### src/rtl/mem_arb_pkg.sv
// Shared types for the IFU/LSU data-memory arbiter: FSM states and owner encoding.
package mem_arb_pkg;

  typedef enum logic [1:0] {
    IDLE   = 2'd0,
    ACCESS = 2'd1,
    WAIT   = 2'd2,
    RESP   = 2'd3
  } state_t;

  // Owner value doubles as the bit index into the two-bit valid/grant vectors.
  localparam logic OWN_IFU = 1'b0;
  localparam logic OWN_LSU = 1'b1;

  localparam int unsigned CNT_W = 4;

endpackage

### src/rtl/mem_arbiter_rr_arb2.sv
// Two-way round-robin picker: a lone valid wins, a tie goes to the side not granted last.
module rr_arb2
  import mem_arb_pkg::*;
(
  input  logic [1:0] valid,
  input  logic       last_grant,
  output logic [1:0] grant
);

  always_comb begin
    grant = valid;
    if (valid == 2'b11) begin
      grant = (last_grant == OWN_LSU) ? 2'b01 : 2'b10;
    end
  end

endmodule

### src/rtl/mem_arbiter.sv
// Shares one single-ported data memory between IFU fetches and LSU loads/stores,
// one outstanding access at a time, round-robin between the two requesters.
module mem_arbiter
  import mem_arb_pkg::*;
#(
  parameter int unsigned ADDR_W  = 32,
  parameter int unsigned DATA_W  = 32,
  parameter int unsigned MEM_LAT = 1
) (
  input  logic              clock,
  input  logic              reset,
  input  logic              ifu_req_valid,
  output logic              ifu_req_ready,
  input  logic [ADDR_W-1:0] ifu_req_addr,
  output logic              ifu_resp_valid,
  input  logic              ifu_resp_ready,
  output logic [DATA_W-1:0] ifu_resp_data,
  input  logic              lsu_req_valid,
  output logic              lsu_req_ready,
  input  logic [ADDR_W-1:0] lsu_req_addr,
  input  logic              lsu_req_wr,
  input  logic [DATA_W-1:0] lsu_req_wdata,
  input  logic [2:0]        lsu_req_wmask,
  output logic              lsu_resp_valid,
  input  logic              lsu_resp_ready,
  output logic [DATA_W-1:0] lsu_resp_data,
  output logic              mem_en,
  output logic              mem_wr,
  output logic [ADDR_W-1:0] mem_addr,
  output logic [DATA_W-1:0] mem_wdata,
  output logic [2:0]        mem_wmask,
  input  logic [DATA_W-1:0] mem_rdata,
  output state_t            dbg_state
);

  // Handshake rule for all four channels: a transfer happens on a rising edge where
  // valid and ready are both high; ready never depends on anything but state and valids.

  state_t            state;
  logic              last_grant;
  logic              owner;
  logic              req_wr;
  logic [CNT_W-1:0]  count;
  logic              resp_valid;
  logic [DATA_W-1:0] resp_data;

  logic [1:0] grant;
  logic       in_idle;
  logic       accept;
  logic       resp_done;

  rr_arb2 u_rr_arb2 (
    .valid      ({lsu_req_valid, ifu_req_valid}),
    .last_grant (last_grant),
    .grant      (grant)
  );

  assign in_idle       = (state == IDLE);
  assign accept        = in_idle && (grant != 2'b00);
  assign ifu_req_ready = in_idle && grant[OWN_IFU];
  assign lsu_req_ready = in_idle && grant[OWN_LSU];

  assign ifu_resp_valid = resp_valid && (owner == OWN_IFU);
  assign lsu_resp_valid = resp_valid && (owner == OWN_LSU);
  assign ifu_resp_data  = ifu_resp_valid ? resp_data : '0;
  assign lsu_resp_data  = lsu_resp_valid ? resp_data : '0;
  assign resp_done      = (ifu_resp_valid && ifu_resp_ready) ||
                          (lsu_resp_valid && lsu_resp_ready);

  assign dbg_state = state;

  always_ff @(posedge clock) begin
    if (reset) begin
      state      <= IDLE;
      last_grant <= OWN_LSU;
      owner      <= OWN_IFU;
      req_wr     <= 1'b0;
      count      <= '0;
      resp_valid <= 1'b0;
      resp_data  <= '0;
      mem_en     <= 1'b0;
      mem_wr     <= 1'b0;
      mem_addr   <= '0;
      mem_wdata  <= '0;
      mem_wmask  <= '0;
    end else begin
      case (state)
        IDLE: begin
          if (accept) begin
            // mem_* are loaded here so the strobe is registered in the ACCESS cycle.
            owner      <= grant[OWN_LSU];
            last_grant <= grant[OWN_LSU];
            mem_en     <= 1'b1;
            if (grant[OWN_LSU]) begin
              req_wr    <= lsu_req_wr;
              mem_wr    <= lsu_req_wr;
              mem_addr  <= lsu_req_addr;
              mem_wdata <= lsu_req_wdata;
              mem_wmask <= lsu_req_wmask;
            end else begin
              req_wr    <= 1'b0;
              mem_wr    <= 1'b0;
              mem_addr  <= ifu_req_addr;
              mem_wdata <= '0;
              mem_wmask <= '0;
            end
            state <= ACCESS;
          end
        end
        ACCESS: begin
          mem_en    <= 1'b0;
          mem_wr    <= 1'b0;
          mem_addr  <= '0;
          mem_wdata <= '0;
          mem_wmask <= '0;
          count     <= CNT_W'(MEM_LAT);
          state     <= WAIT;
        end
        WAIT: begin
          if (count == CNT_W'(1)) begin
            resp_data  <= req_wr ? '0 : mem_rdata;
            resp_valid <= 1'b1;
            count      <= '0;
            state      <= RESP;
          end else begin
            count <= count - CNT_W'(1);
          end
        end
        RESP: begin
          if (resp_done) begin
            resp_valid <= 1'b0;
            resp_data  <= '0;
            state      <= IDLE;
          end
        end
        default: state <= IDLE;
      endcase
    end
  end

endmodule

### config.mk
export PLATFORM = sky130hd
export DESIGN_NAME = mem_arbiter
export DESIGN_NICKNAME = d
export VERILOG_FILES = /design/src/rtl/mem_arb_pkg.sv /design/src/rtl/mem_arbiter_rr_arb2.sv /design/src/rtl/mem_arbiter.sv
export SDC_FILE = /design/constraint.sdc
export NUM_CORES = 1
export LEC_CHECK = 0
export CAP_MARGIN = 20
export CORE_ASPECT_RATIO = 0.6
export CORE_MARGIN = 2
export CORE_UTILIZATION = 36
export DETAILED_ROUTE_END_ITERATION = 8
export HOLD_SLACK_MARGIN = 0.02
export PLACE_DENSITY_LB_ADDON = 0.12
export SETUP_SLACK_MARGIN = 0.4
export SLEW_MARGIN = 15
export SYNTH_ARGS = -nofsm -noshare
export SYNTH_HDL_FRONTEND = slang
export SYNTH_SLANG_ARGS = --single-unit
### constraint.sdc
create_clock -name clock -period 1.7 [get_ports clock]
set_clock_uncertainty 0.05 [all_clocks]
set_input_delay 0.425 -clock clock [delete_from_list [all_inputs] [get_ports clock]]
set_output_delay 0.425 -clock clock [all_outputs]
set_load 0.01 [all_outputs]
-- Word level (Yosys, flattened, before mapping)
Cells that the tools add are included.
- add/sub/neg operators: 1
- bitwise logic cells: 1
- muxes and demuxes: 31
- reductions and logical operators: 17
- equality and inequality tests: 8
- operators by type and width (operator ; count):
    $mux W32 ; 9
    $pmux W32 S2 ; 3
    $mux W2 ; 5
    $pmux W2 S4 ; 1
    $pmux W4 S2 ; 1
    $reduce_bool A2 Y1 ; 4
    $logic_and A1 B1 Y1 ; 7
    $eq A2 B2 Y1 const B ; 3
    $mux W3 ; 2
    $pmux W1 S2 ; 3
    $pmux W3 S2 ; 1
    $reduce_and A3 Y1 ; 2
    $mux W1 ; 5
    $eq A4 B1 Y1 const B ; 1
    $mux W4 ; 1
    $ne A2 B2 Y1 const B ; 2
    $reduce_and A2 Y1 ; 2
    $sub A4 B1 Y4 const B ; 1
    $eq A2 B1 Y1 const B ; 1
    $logic_not A2 Y1 ; 1
    $ne A2 B1 Y1 const B ; 1
    $logic_or A1 B1 Y1 ; 1
    $not A1 Y1 ; 1
- word-level logic and storage cells: 70
- output and inout port bits: 139
- bits of input ports: 138
- register bits after elaboration: 111

-- Logic depth before layout (Yosys ltp)
Gate-level depths: netlist of the first run.
- depth in word-level cells: 6
- gate-level depth with buffers: 8

-- Modules after synthesis
From an unflattened synthesis of the first run, not the netlist that was laid out.
- cells, all modules: 554
- area, all modules: 4883.4 µm²
- modules (own cells, without submodules) (module ; sequential area each (µm²) ; cells an instance ; times used ; area each (µm²)):
    mem_arbiter ; 2222.1 ; 551 ; 1 ; 4864.7
    rr_arb2 ; 0.0 ; 3 ; 1 ; 18.8

-- Least setup slack after synthesis of the first run
OpenSTA, ideal clock, no wires.
- path kind: register -> register
- start: reg state[0] (netlist: dbg_state[0])
- end: reg mem_addr[25]
- clock period less this slack: 1.896 ns
- setup slack: -0.196 ns
- library setup time: 0.130 ns
- data arrival time: 1.716 ns
- required time: 1.520 ns
- cell stages (with the launch flop): 9
- buffers on the path: 2
- path through: dfxtp_1 inv_1 ha_1 nor3b_2 o21bai_2 buf_4 buf_4 a22oi_1 nor2_1
- longest elaborated chain between the ends: 4
- RTL lines (item ; line ; source):
    from (decl) ; mem_arbiter.sv:39 ; state_t state;
    from (signal assigned) ; mem_arbiter.sv:74 ; state <= IDLE;
    from (signal assigned) ; mem_arbiter.sv:107 ; state <= ACCESS;
    from (signal assigned) ; mem_arbiter.sv:117 ; state <= WAIT;
    $logic_not A2 Y1 ; mem_arbiter.sv:58, mem_arbiter.sv:87 ;
    $logic_and A1 B1 Y1 ; mem_arbiter.sv:59 ; assign accept = in_idle && (grant != 2'b00);
    $ne A2 B1 Y1 (no line) ; -- ;
    $reduce_and A2 Y1 (no line) ; -- ;
    to (signal assigned) ; mem_arbiter.sv:97 ; mem_addr <= lsu_req_addr;
    to (signal assigned) ; mem_arbiter.sv:103 ; mem_addr <= ifu_req_addr;
    to (decl) ; mem_arbiter.sv:29 ; output logic [ADDR_W-1:0] mem_addr,
Several ways; a longest one is shown, not always the timed one.
A chain may end at the register's enable or synchronous reset.

-- Worst setup path in the final report of the first run
- start: reg owner
- end: out ifu_resp_data[14]
- longest elaborated chain between the ends: 3
- RTL lines (item ; line ; source):
    from (decl) ; mem_arbiter.sv:41 ; logic owner;
    from (signal assigned) ; mem_arbiter.sv:91 ; owner <= grant[OWN_LSU];
    $not A1 Y1 ; mem_arbiter.sv:63 ; assign ifu_resp_valid = resp_valid && (owner == OWN_IFU);
    $logic_and A1 B1 Y1 ; mem_arbiter.sv:63 ;
    $mux W32 ; mem_arbiter.sv:65 ; assign ifu_resp_data = ifu_resp_valid ? resp_data : '0;
    to (decl) ; mem_arbiter.sv:17 ; output logic [DATA_W-1:0] ifu_resp_data,
No other way between the ends.

==> impl_metrics.yaml, run 1 <==
yosys:
  ys_types: 40
  syn_avg_cell_area_um2: 9.29
  netlist_area_um2: 5140
  yosys_warnings: 0
  ys_seq_area_share_pct: 43.3
  synth_cells: 553
  synth_nets: 698
  ys_ff_latch: 111
cts:
  cts-root-buf: "clkbuf_16"
  tritoncts.num_buffers: 9
  clock_latency_ps: 350
  clock-sinks: 111
  clockBufferDepth: 2
  cts_tree: "done"
  clk_pin_slew_ps: 80
  h-tree-depth: 3
routing:
  drt_wl_total_um: 26700
  drt_iter0_drc: 373
  ant_nets: 0
  first_pass_iters: 5
  wl_per_cell_um: 22.8
  vias: 6282
  viasPerCell: 5.38
  drc: 0
timing:
  layout_setup_ws_ps: -277
  rsz0062_at_grt: "yes"
  setup_viol: 146
  hold_violations: 0
  min_period_ps: 1980
  slew_violations: 0
  tightest_slew_ps: 441
  fmax_ghz: 0.506
  maxSlewHeadroom_pct: 70.3
  whs_ps: 344
  post-route-period-util_pct: 116
place:
  numPortBuffers: 276
  gp_congestion: 0.766
  hpwl_um: 12400
  dp_slack_ps: -669
worst_setup_path:
  reg2reg_to: "resp_data[31]$_SDFFE_PP0P_"
  r2r_slack_ps: -250
  max_stage_delay_ps: 370
  worstPathCellList: "nor2b_4, buf_12, buf_6, buf_16, and2_4, buf_6"
  worstSetupPathType: "reg -> out"
  path_common_cell: "buf_6"
  cp-end-kind: "primary output"
  cp_max_fo: 8
  cp_slowest_cell: "dfxtp_4"
  worst_ep_arrival_time_ps: 1500
  cp_data_required_time_ps: 1220
  critical_path.startpoint: "owner$_SDFFE_PP0P_"
  reg2reg_depth: 9
  r2r_start: "owner$_SDFFE_PP0P_"
  worstSetupStartpointType: "flip-flop"
floorplan:
  initial_utilization_pct: 37.2
  die_area_um2: 15300
  die_h_um: 96.5
  rows: 33
  io_pins: 277
  fp.dieW_um: 158
  core_um2: 13800
worst_hold_path:
  whs_endpoint: "mem_wdata[30]$_SDFFE_PP0P_"
  min_from: "reset"
  hold_depth: 2
  hp-class: "in -> reg"
status:
  outcome: "finished, violations left"
  violations: "setup timing"
flow_run:
  max_cap_viol_count: 0
power_and_ir_drop:
  finalPower_mw: 14.8
  total_leakage_power_nw: 5.02
  power_density_nw_per_um2: 1240
  ir_drop_mv: 0.794
global_routing:
  overflow: 0
  antenna_found_initial: 0
  grt_first_pass_wirelength_um: 33200
  gr-usage-all-layers_pct: 28.8
  grt_pass1_vias: 6021
  grt_max_degree: 41
finish:
  fin_util_pct: 86.6
  multiInputGateArea_um2: 3700
  drive_gt1_share_pct: 73.3
  fin_nets: 1116
  diodes: 0
  fillers: 651
  seq_area_um2: 2330
  area_growth_pct: 133
layer usage:
layer  up-vias  GRT usage [%]  routed length, um
met5         -              0                  0
met4         0           7.51               1000
met3        88           7.18               2360
met2       346           49.6              13000
met1      3039           36.3              10300
li1       2809              -                  -
flip-flops by register name, summed over array words and instances, names as in the netlist, 2 cells and up:
signal / count
count: 4
dbg_state: 2
mem_addr: 32
mem_wdata: 32
mem_wmask: 3
resp_data: 32
cells in the mapped netlist, drive strengths merged:
master    n  area [um2]
a211oi    2        15.0
a21bo     1        10.0
a21boi    2        18.8
a21oi    40         200
a22oi    69         668
a32oi     1        8.76
and2     34         213
and3     32         200
buf      21         150
clkbuf   26         101
dfxtp   111        2220
ha        7        87.6
inv       8        30.0
mux2     33         372
mux2i     2        20.0
nand2    36         135
nand3b    1        7.51
nor2     76         360
nor2b     1        6.26
nor3      3        15.0
nor3b     3        38.8
nor4      2        27.5
o211a     1        10.0
o21ai    37         185
o21bai    1        11.3
or3       1        6.26
or3b      1        8.76
or4       1        7.51
metrics by stage:
step	area [um2]	cells	TNS, ps
global route	11900	1168	-25130
floorplan	5540	553	0
detailed placement	8630	1011	-54730
finish	11900	1168	-19400
global placement	8630	1011	-49640
CTS	10700	1119	-9970
cell families (layout without fill, tap and decap cells):
family,count (synthesis),after routing,synth area share (%)
AND/OR/NAND/NOR,191,191,20.0
AO/OA/AOI/OAI,154,154,21.9
flip-flops,111,111,43.3
buffers and inverters,55,478,5.48
multiplexers,35,35,7.62
adder cells (fa/ha/maj),7,7,1.71
worst max-delay path: cells and delay by family, from the launching register on:
| kind | cells | cell delay [ps] |
|---|---|---|
| buffers and inverters | 4 | 450 |
| AND/OR/NAND/NOR | 2 | 320 |
| flip-flops | 1 | 370 |
where the power goes:
group | switching, mW | internal [mW] | total, mW | leakage (nW)
Sequential | 0.431 | 3.16 | 3.59 | 0.936
Combinational | 3.87 | 5.28 | 9.15 | 3.95
Clock | 1.04 | 1.05 | 2.09 | 0.136
Total | 5.34 | 9.49 | 14.8 | 5.02
cell usage in the layout (no fill, tap or decap), types with 13 or more instances in the layout:
master / count
buf_16: 29
dfxtp_1: 35
buf_12: 27
buf_6: 151
and3_4: 19
a21oi_2: 22
clkbuf_16: 17
dfxtp_2: 71
nor2_1: 43
mux2_4: 29
nor2_2: 32
buf_2: 24
o21ai_2: 29
and3_1: 13
nand2_2: 18
clkdlybuf4s50_1: 134
buf_4: 75
a21oi_1: 15
a22oi_2: 69
and2_4: 34
nand2_4: 15
cell type report:
type | count | share of cell area (%)
Multi-Input combinational cell | 387 | 31.0
Tap cell | 192 | 2.01
Clock buffer | 11 | 2.03
Clock inverter | 5 | 0.356
Timing Repair Buffer | 454 | 44.8
Sequential cell | 111 | 19.5
Inverter | 8 | 0.346
worst max-delay path by stage:
stage | end | slack (ps)
2_1_floorplan | mem_addr[25]$_SDFFE_PP0P_ | 90
6_report | ifu_resp_data[14] | -280
3_3_place_gp | lsu_req_ready | -640
5_1_grt | ifu_resp_data[14] | -320
4_1_cts | ifu_resp_data[0] | -240
3_5_place_dp | lsu_req_ready | -670
what timing repair did:
action	CTS	global route
endpoints found under the setup margin	249	239
pin swaps	140	70
gates cloned	32	8
setup buffers	60	41
hold buffers	0	0
resized for setup	912	149
No activity file was read; power rests on OpenSTA's default activity.
==> run 2: changes to the inputs <==
--- a/config.mk
+++ b/config.mk
@@ -8,7 +8,7 @@
 export CAP_MARGIN = 20
 export CORE_ASPECT_RATIO = 0.6
 export CORE_MARGIN = 2
-export CORE_UTILIZATION = 36
+export CORE_UTILIZATION = 39
 export DETAILED_ROUTE_END_ITERATION = 8
 export HOLD_SLACK_MARGIN = 0.02
 export PLACE_DENSITY_LB_ADDON = 0.12
==> constraint.sdc (replaced) <==
create_clock -name clock -period 2 [get_ports clock]
set_clock_uncertainty 0.05 [all_clocks]
set_input_delay 0.5 -clock clock [delete_from_list [all_inputs] [get_ports clock]]
set_output_delay 0.5 -clock clock [all_outputs]
set_load 0.01 [all_outputs]
==> impl_metrics.yaml, run 2 (synthesized netlist as in run 1, its figures left out) <==
finish:
  area_growth_pct: 101
  mostFrequentLayoutCells: "clkdlybuf4s50_1 (132), dfxtp_1 (104), dlymetal6s2s_1 (73), a22oi_2 (67), buf_6 (48)"
  top_regs: "mem_addr x32, mem_wdata x32, resp_data x32"
  fin_nets: 1036
  drive_gt1_share_pct: 46.8
  diodes: 0
  fin_util_pct: 80.5
  layout_commonest_cell: "clkdlybuf4s50_1"
cts:
  clock_latency_ps: 340
  clk_pin_slew_ps: 70
  clock-sinks: 111
  tritoncts.num_buffers: 9
  h-tree-depth: 3
  cts-root-buf: "clkbuf_16"
  clockBufferDepth: 2
  cts_tree: "done"
global_routing:
  grt_max_degree: 36
  gr-usage-all-layers_pct: 26.3
  grt_pass1_vias: 5483
  grt_first_pass_wirelength_um: 29600
  antenna_found_initial: 0
  overflow: 0
place:
  numPortBuffers: 276
  gp_congestion: 0.839
  dp_slack_ps: -560
  hpwl_um: 11500
timing:
  layout_setup_ws_ps: 60.8
  finalSetupTns_ps: 0
  setup_viol: 0
  maxSlewHeadroom_pct: 74.7
  tightest_slew_ps: 375
  whs_ps: 450
  post-route-period-util_pct: 97.0
  min_period_ps: 1940
  fmax_ghz: 0.516
  hold_violations: 0
  rsz0062_at_grt: "yes"
  slew_violations: 0
status:
  outcome: "finished clean"
routing:
  drc: 0
  drt_wl_total_um: 20000
  drt_iter0_drc: 260
  wl_per_cell_um: 18.7
  first_pass_iters: 5
  viasPerCell: 5.18
  ant_nets: 0
  vias: 5518
power_and_ir_drop:
  pwr-share-clk_pct: 17.1
  power_frac_seq_pct: 27.6
  ir_drop_mv: 0.799
  p_comb_share_pct: 55.3
  power_density_nw_per_um2: 1020
  p_sw_share_pct: 34.9
  p_int_mw: 6.88
  finalPower_mw: 10.6
  p_switching_mw: 3.68
  total_leakage_power_nw: 5.38
worst_setup_path:
  cp_data_required_time_ps: 1450
  worst_ep_arrival_time_ps: 1390
  worstSetupStartpointType: "flip-flop"
  cp-end-kind: "primary output"
  worstSetupPathType: "reg -> out"
  cp_max_fo: 8
worst_hold_path:
  hp-class: "reg -> reg"
floorplan:
  rows: 32
  die_h_um: 92.9
  die_area_um2: 14100
  fp.dieW_um: 152
  io_pins: 277
  core_um2: 12900
  initial_utilization_pct: 40.0
flow_run:
  max_cap_viol_count: 0
==> run 2: changes by cell type in the layout (fill, tap and decap cells not counted), sizes merged <==
cell           change
clkdlybuf4s15     +10
dlymetal6s2s      +73
inv                +3
clkinvlp           -2
clkbuf             -6
clkdlybuf4s50      -2
buf              -154
clkinv             -2
==> run 2: worst max-delay path, cell delays in order, from the launching register on <==
cell	delay, ps
dfxtp_4	370
nor2b_4	140
buf_6	160
buf_16	140
and2_4	150
buf_6	90
==> run 2: power groups by stage <==
stage               combinational [mW]  clock, mW  sequential, mW
floorplan                         1.71          0            3.02
global placement                  3.29          0            2.88
detailed placement                3.36          0            2.91
CTS                               5.52       1.84            2.91
global route                      6.15       1.93            2.97
finish                            5.84       1.81            2.92
==> run 2: path summary, 6_finish.rpt <==
kind	from	to	slack, ps	depth (start not counted)
worst max-delay path	owner$_SDFFE_PP0P_	ifu_resp_data[26]	60	5
worst min-delay path	mem_en$_SDFFE_PP0P_	mem_en$_SDFFE_PP0P_	450	2
worst max register to register	dbg_state[1]$_SDFFE_PP0P_	mem_wdata[31]$_SDFFE_PP0P_	140	10
worst min register to register	mem_en$_SDFFE_PP0P_	mem_en$_SDFFE_PP0P_	450	2
==> run 2: what timing repair did <==
item,4_1_cts,5_1_grt
pin swaps,96,79
gates cloned,19,1
buffers inserted,40,7
resized for setup,412,183
endpoints found under the setup margin,243,243
hold buffers,0,0
==> run 2: layout make-up <==
class                           count  area (um2)
Inverter                            8        35.0
Timing Repair Buffer              374        4230
Multi-Input combinational cell    387        3320
Fill cell                         760        2510
Sequential cell                   111        2240
Clock inverter                      4        35.0
Tap cell                          170         213
Clock buffer                       12         267
==> run 2: per-stage QoR <==
stage / std cells / cell area (um2)
2_1_floorplan: 553 / 5200
3_5_place_dp: 983 / 8250
5_1_grt: 1066 / 10300
3_3_place_gp: 983 / 8250
6_report: 1066 / 10300
4_1_cts: 1058 / 9660
==> run 2: metal layers <==
layer  global-route usage (%)  part of all wire (%)  vias to the layer above
li1                         -                     -                     2627
met1                     33.8                    43                     2650
met2                     43.9                    48                      214
met3                     7.67                   7.2                       27
met4                     6.23                   1.5                        0
met5                        0                     0                        -
==> run 3: changes to the inputs <==
--- a/config.mk
+++ b/config.mk
@@ -8,8 +8,9 @@
 export CAP_MARGIN = 20
 export CORE_ASPECT_RATIO = 0.6
 export CORE_MARGIN = 2
-export CORE_UTILIZATION = 39
+export CORE_UTILIZATION = 26
 export DETAILED_ROUTE_END_ITERATION = 8
+export GPL_ROUTABILITY_DRIVEN = 0
 export HOLD_SLACK_MARGIN = 0.02
 export PLACE_DENSITY_LB_ADDON = 0.12
 export SETUP_SLACK_MARGIN = 0.4
==> impl_metrics.yaml, run 3 (synthesized netlist as in run 1, its figures left out) <==
status:
  outcome: "finished clean"
floorplan:
  initial_utilization_pct: 26.8
  io_pins: 277
  die_h_um: 113
  fp.dieW_um: 185
  die_area_um2: 20900
  rows: 39
  core_um2: 19200
worst_setup_path:
  max_stage_delay_ps: 350
  worstSetupStartpointType: "flip-flop"
  cp-end-kind: "primary output"
  cp_max_fo: 8
  worst_ep_arrival_time_ps: 1390
  worstSetupPathType: "reg -> out"
  cp_slowest_cell: "dfxtp_4"
  worstPathCellList: "nor2b_4, buf_4, buf_16, and2_1, buf_2"
  cp_data_required_time_ps: 1450
  r2r_slack_ps: 70
global_routing:
  grt_max_degree: 42
  antenna_found_initial: 0
  gr-usage-all-layers_pct: 17.9
  grt_pass1_vias: 5300
  grt_first_pass_wirelength_um: 29100
  overflow: 0
timing:
  rsz0062_at_grt: "yes"
  layout_setup_ws_ps: 60.5
  fmax_ghz: 0.516
  hold_violations: 0
  tightest_slew_ps: 493
  setup_viol: 0
  min_period_ps: 1940
  post-route-period-util_pct: 97.0
  whs_ps: 426
  slew_violations: 0
  maxSlewHeadroom_pct: 67.1
finish:
  drive_gt1_share_pct: 45.3
  fin_nets: 1016
  layout_commonest_cell: "clkdlybuf4s50_1"
  diodes: 0
  top_regs: "mem_addr x32, mem_wdata x32, resp_data x32"
  mostFrequentLayoutCells: "clkdlybuf4s50_1 (134), dfxtp_1 (105), a22oi_2 (67), buf_2 (54), nor2_1 (45)"
  area_growth_pct: 93.5
routing:
  wl_per_cell_um: 18.1
  first_pass_iters: 5
  drc: 0
  viasPerCell: 4.71
  vias: 5370
  drt_iter0_drc: 298
  drt_wl_total_um: 20700
  ant_nets: 0
cts:
  clk_pin_slew_ps: 70
  clock-sinks: 111
  tritoncts.num_buffers: 9
  clockBufferDepth: 2
  clock_latency_ps: 350
  h-tree-depth: 3
  cts-root-buf: "clkbuf_16"
  holdBufCountCts: 0
  cts_tree: "done"
place:
  dp_slack_ps: -642
  hpwl_um: 12300
  numPortBuffers: 276
power_and_ir_drop:
  total_leakage_power_nw: 4.66
  finalPower_mw: 10.1
  power_density_nw_per_um2: 1010
  ir_drop_mv: 0.530
flow_run:
  max_cap_viol_count: 0
worst_hold_path:
  hp-class: "in -> reg"
run 3: through the flow:
stage | TNS [ps] | instance area, um2 | std cells | util [%]
6_report | 0 | 9940 | 1140 | 51.8
3_5_place_dp | -23830 | 8330 | 1075 | 43.4
5_1_grt | 0 | 9940 | 1140 | 51.8
3_3_place_gp | -20780 | 8330 | 1075 | 43.4
2_1_floorplan | 0 | 5200 | 553 | -
4_1_cts | 0 | 9130 | 1121 | 47.6
run 3: critical path, delay by kind of cell (launching register included):
kind	cells	cell delay [ps]
AND/OR/NAND/NOR	2	280
flip-flops	1	350
buffers and inverters	3	410
run 3: layout make-up:
type	count	area [um2]
Clock inverter	5	36.3
Multi-Input combinational cell	387	3320
Sequential cell	111	2240
Timing Repair Buffer	354	3750
Tap cell	266	333
Clock buffer	9	225
Fill cell	1740	9240
Inverter	8	37.5
run 3: path summary, 6_finish.rpt:
| check | from | end | cells after the start |
|---|---|---|---|
| setup / recovery | resp_valid$_SDFFE_PP0P_ | ifu_resp_data[27] | 5 |
| hold / removal | reset | last_grant$_SDFFE_PP1P_ | 3 |
| setup reg to reg | count[1]$_SDFFE_PP0P_ | resp_data[5]$_SDFFE_PP0P_ | 8 |
| hold reg to reg | resp_data[11]$_SDFFE_PP0P_ | resp_data[11]$_SDFFE_PP0P_ | 2 |
run 3: per-layer routing:
metal / vias up / routed length (um) / track usage (%)
li1: 2580 / - / -
met1: 2579 / 8990 / 21.9
met2: 183 / 9640 / 29.8
met3: 28 / 1720 / 6.53
met4: 0 / 313 / 4.81
met5: - / 0 / 0
run 3: report_power, final:
group,internal [mW],switching [mW]
logic,3.00,2.50
clock network,0.834,0.827
registers,2.62,0.296
run 3: what timing repair did:
| action | in CTS | in global routing |
|---|---|---|
| setup buffers | 17 | 13 |
| setup endpoints to repair | 243 | 219 |
| cloned | 15 | 6 |
| gates resized for setup | 389 | 199 |
| pin swaps | 59 | 65 |
==> RTL edit 1: new RTL, settings of run 1 <==
Make the reset (`reset`) asynchronous in one clocked block.
--- a/src/rtl/mem_arbiter.sv
+++ b/src/rtl/mem_arbiter.sv
@@ -69,7 +69,7 @@
 
   assign dbg_state = state;
 
-  always_ff @(posedge clock) begin
+  always_ff @(posedge clock or posedge reset) begin
     if (reset) begin
       state      <= IDLE;
       last_grant <= OWN_LSU;
Function: differs if reset is asserted again (counterexample within 4 cycles, from zero or initial values and one cycle with reset high); with reset held inactive, the same outputs for 10 cycles.
==> RTL edit 1 against run 1 <==
The run still ends with setup timing left. Sequential cell count stayed put. Wire length fell by 20%. Global-route usage is 2.2 points lower. Synthesized area is 3.7% lower. Final area shrank 12%. Power grew 38%. Worst setup slack worse by 0.11 ns.
==> RTL edit 1: results (changes against run 1) <==
| Metric | Value |
|---|---|
| Outcome | complete, but fails checks |
| Violated checks | setup timing |
| Worst Path Arrival | 1.61 ns (+0.11 ns) |
| GR Util met1 | 35.5% (-0.84 points) |
| Synth Area in Compound Gates | 20.5% (-1.5 points) |
| 1st-pass router iterations | 4 (-1) |
| Flop pwr share | 22.5% (-1.7 points) |
| Worst hold path depth | 1 (-1) |
| Worst reg-to-reg setup slack | -0.36 ns (-0.11 ns) |
| R2R depth | 8 (-1) |
| Gr usage total | 26.5% (-2.2 points) |
| Hold Path Sink | mem_addr[10] |
| DR vias | 5036 (-20%) |
| Worst R2R End | resp_data[31] |
| Setup crit end | ifu_resp_data[0] |
| Adder-Cell Fraction of Synth Area | 1.77% (+0.066 points) |
| Sequential share of the synthesized area | 56.2% (+13 points) |
| Final HPWL DP | 11400 um (-8.2%) |
| Worst path max stage delay | 0.39 ns (+0.02 ns) |
| Metal2 WL | 10500 um (-19%) |
| Final Setup Violations | 168 (+15%) |
| Final WS setup | -0.384 ns (-0.107 ns) |
| Syn Nets | 549 (-21%) |
| Worst slack, placed | -0.479 ns (+0.189 ns) |
| Largest net degree at the start of global routing | 69 (+68%) |
| Slowest CP cell | dfrtp_1 |
| Peak VDD IR | 870 uV (+9.6%) |
| Placed Cells | 860 (-15%) |
| Placement Cell Area | 8350 um^2 (-3.3%) |
| CP Launch Point | owner |
| P_clk | 2.14 mW (+2%) |
| M1 wire length | 9290 um (-9.5%) |
| Multiplexer area fraction after synthesis | 7.11% (-0.52 points) |
| Routability congestion estimate | 0.759 (-0.94%) |
| Top post-synthesis cells by area | dfrtp_1 56%, a22o_1 12%, mux2i_1 6.9% |
| Worst hold path type | register to register |
| Final #Nets | 947 (-15%) |
| Met3 wire length | 1300 um (-45%) |
| Yosys cell types | 30 (-25%) |
| M2 GR Usage | 43.6% (-6.0 points) |
| Sw Ratio | 37.2% (+1.2 points) |
| DR vias/cell | 5.13 (-4.7%) |
| Hold_ws | 0.435 ns (+0.0913 ns) |
| Detailed-route wire length per cell | 21.7 um (-4.8%) |
| Tightest Pin Transition | 0.431 ns (-0.00981 ns) |
| Hold Path Origin | mem_addr[10] |
## RTL edit 1: cell types whose count changed after synthesis, sizes merged, moves of 4 or more
| cell | run 1 | this run |
|---|---|---|
| buf | 21 | 14 |
| a22oi | 69 | 0 |
| a21oi | 40 | 5 |
| nand2 | 36 | 8 |
| o21ai | 37 | 9 |
| dfxtp | 111 | 0 |
| mux2i | 2 | 34 |
| nor2 | 76 | 4 |
| o2bb2ai | 0 | 33 |
| dfrtp | 0 | 110 |
| clkbuf | 26 | 22 |
| mux2 | 33 | 1 |
| a22o | 0 | 70 |
## RTL edit 1: cell type report
type,count,area (um^2)
Clock buffer,10,239
Clock inverter,6,61.3
Fill cell,822,3000
Inverter,8,33.8
Multi-Input combinational cell,249,2600
Sequential cell,111,2780
Tap cell,175,219
Timing Repair Buffer,423,4600
## RTL edit 1: timing repair
item,4_1_cts,5_1_grt
setup buffers,49,31
pin swaps,28,14
gates resized for setup,742,48
endpoints found under the setup margin,248,249
gates cloned,24,2
hold buffers,0,0
hold endpoints to repair,0,0
==> RTL edit 2: new RTL, settings of run 1 <==
Made on the original files. Set the parameter `ADDR_W` to 16 (it was 32).
--- a/src/rtl/mem_arbiter.sv
+++ b/src/rtl/mem_arbiter.sv
@@ -3,7 +3,7 @@
 module mem_arbiter
   import mem_arb_pkg::*;
 #(
-  parameter int unsigned ADDR_W  = 32,
+  parameter int unsigned ADDR_W  = 16,
   parameter int unsigned DATA_W  = 32,
   parameter int unsigned MEM_LAT = 1
 ) (
Interface: changed (resized ifu_req_addr, lsu_req_addr and mem_addr); port bits go from 277 to 229. No check against the original RTL was run, so the function may have changed too.
==> RTL edit 2 against run 1 <==
The flow still finishes with violations (setup timing). Power shrank 18%. Sequential power decreased by 16%. Via count is 14% lower. Die area fell by 18%. Wire length down 15%. Synthesized area fell by 19%. Sequential cell count fell by 16. Worst setup slack better by 0.027 ns. Register-to-register slack improved by 0.02 ns. Final cell count down 17%. Final area decreased by 17%.
==> RTL edit 2: results (changes against run 1) <==
| Metric | Value |
|---|---|
| R2R depth | 8 (-1) |
| Syn Nets | 594 (-15%) |
| Yosys cell types | 38 (-5.0%) |
| Worst path max stage delay | 0.37 ns (about the same) |
| Setup_tns | -23.58 ns (-4.18 ns) |
| Worst-skew pair later-pin latency | 0.35 ns (about the same) |
| Top post-synthesis cells by area | dfxtp_1 46%, a22oi_1 9.5%, nor2_1 5.3% |
| DR vias/cell | 5.55 (+3.2%) |
| Fill cell count | 474 (-27%) |
| Critical-path maximum fanout | 8 (unchanged) |
| Outcome | complete, but fails checks |
| Slew Limit Headroom | 75.2% (+4.8 points) |
| First-pass GRT wire length | 26400 um (-20%) |
| Sequential share of the synthesized area | 45.5% (+2.3 points) |
| I/O Buffers | 228 (-17%) |
| Cell family with most CP delay | buffers and inverters |
| Clock Root Buffer | clkbuf_16 |
| Top FF cell, synth | dfxtp_1 |
| Layout cell share with drive strength beyond 1 | 70.1% (-3.2 points) |
| Final #Nets | 917 (-18%) |
| Violated checks | setup timing |
| Clk buf depth | 2 (unchanged) |
| Final Setup Violations | 158 (+8.2%) |
| Routability congestion estimate | 0.741 (-3.3%) |
| Worst hold path depth | 2 (unchanged) |
| Peak VDD IR | 916 uV (+15%) |
| Final HPWL DP | 10400 um (-16%) |
| Antenna Cells | 0 (unchanged) |
| Final WS setup | -0.249 ns (+0.0274 ns) |
| Initial DRC count | 318 (-15%) |
| 1st-pass router iterations | 5 (unchanged) |
| Largest net degree at the start of global routing | 38 (-7.3%) |
| Vias in the first global route | 4988 (-17%) |
| H-Tree Level Count | 3 (unchanged) |
| Synth warn | 0 (unchanged) |
| TritonCTS buffer count | 9 (unchanged) |
| Worst hold path type | primary input to register |
| Reg clk slew, reported paths | 0.07 ns |
| Worst Path Arrival | 1.47 ns (-0.03 ns) |
| Biggest regs | mem_wdata x32, resp_data x32, mem_addr x16 |
| Top post-synthesis cells by count | 95 x dfxtp_1, 59 x nor2_1, 53 x a22oi_1 |
| Leak Pwr | 4.18 nW (-17%) |
| Slowest CP cell | dfxtp_4 |
| Initial antenna violation count | 0 (unchanged) |
| Post-synth ARST share | 0% (unchanged) |
| Drt total wl | 22500 um (-15%) |
| Gr usage total | 27.5% (-1.3 points) |
RTL edit 2: path summary, 6_finish.rpt:
check | from | to | slack (ns)
max | owner | ifu_resp_data[30] | -0.25
min | reset | mem_addr[4] | 0.31
max reg2reg | owner | dbg_state[0] | -0.23
min reg2reg | resp_data[0] | resp_data[0] | 0.44
RTL edit 2: layout make-up:
class | count | area (um^2) | area share [%]
tap | 160 | 200 | 2.03
sequential | 95 | 1990 | 20.1
clock inverter | 5 | 65.1 | 0.659
clock buffer | 11 | 253 | 2.56
timing repair buffer | 352 | 4060 | 41.1
multi-input combinational | 339 | 3280 | 33.2
inverter | 7 | 31.3 | 0.317
RTL edit 2: repair_timing:
action,4_1_cts,5_1_grt
gates resized for setup,718,213
endpoints found under the setup margin,216,209
gates cloned,18,6
setup buffers,33,28
hold buffers,0,0
pin swaps,84,75
RTL edit 2: power by group:
part           total (mW)  internal, mW  switching (mW)
clock                2.17          1.24           0.937
combinational        6.96          3.83            3.13
sequential           3.01          2.66           0.358
RTL edit 2: routing by layer:
layer  vias up  share of wire, %  track usage, %
li1       2348                 -               -
met1      2678                40            34.7
met2       290                49            46.8
met3        60               8.5            7.42
met4         0               2.8            7.20
met5         -                 0               0
RTL edit 2: stage by stage:
stage | instances | power (mW) | util [%] | setup slack [ns] | area, um^2
CTS | 935 | 10.7 | 75.6 | -0.206 | 8550
detailed placement | 868 | 6.55 | 64.7 | -0.518 | 7310
floorplan | 481 | 4.99 | - | 0.0138 | 4720
finish | 969 | 12.1 | 87.3 | -0.249 | 9870
global placement | 868 | 6.45 | 64.7 | -0.510 | 7310
global route | 969 | 12.5 | 87.3 | -0.294 | 9870
RTL edit 2: cells by family after synthesis:
group	count (synthesis)	synth area share, %
AO/OA/AOI/OAI	138	20.6
adder cells (fa/ha/maj)	7	2.10
buffers and inverters	47	5.39
flip-flops	95	45.5
multiplexers	19	5.06
AND/OR/NAND/NOR	175	21.4
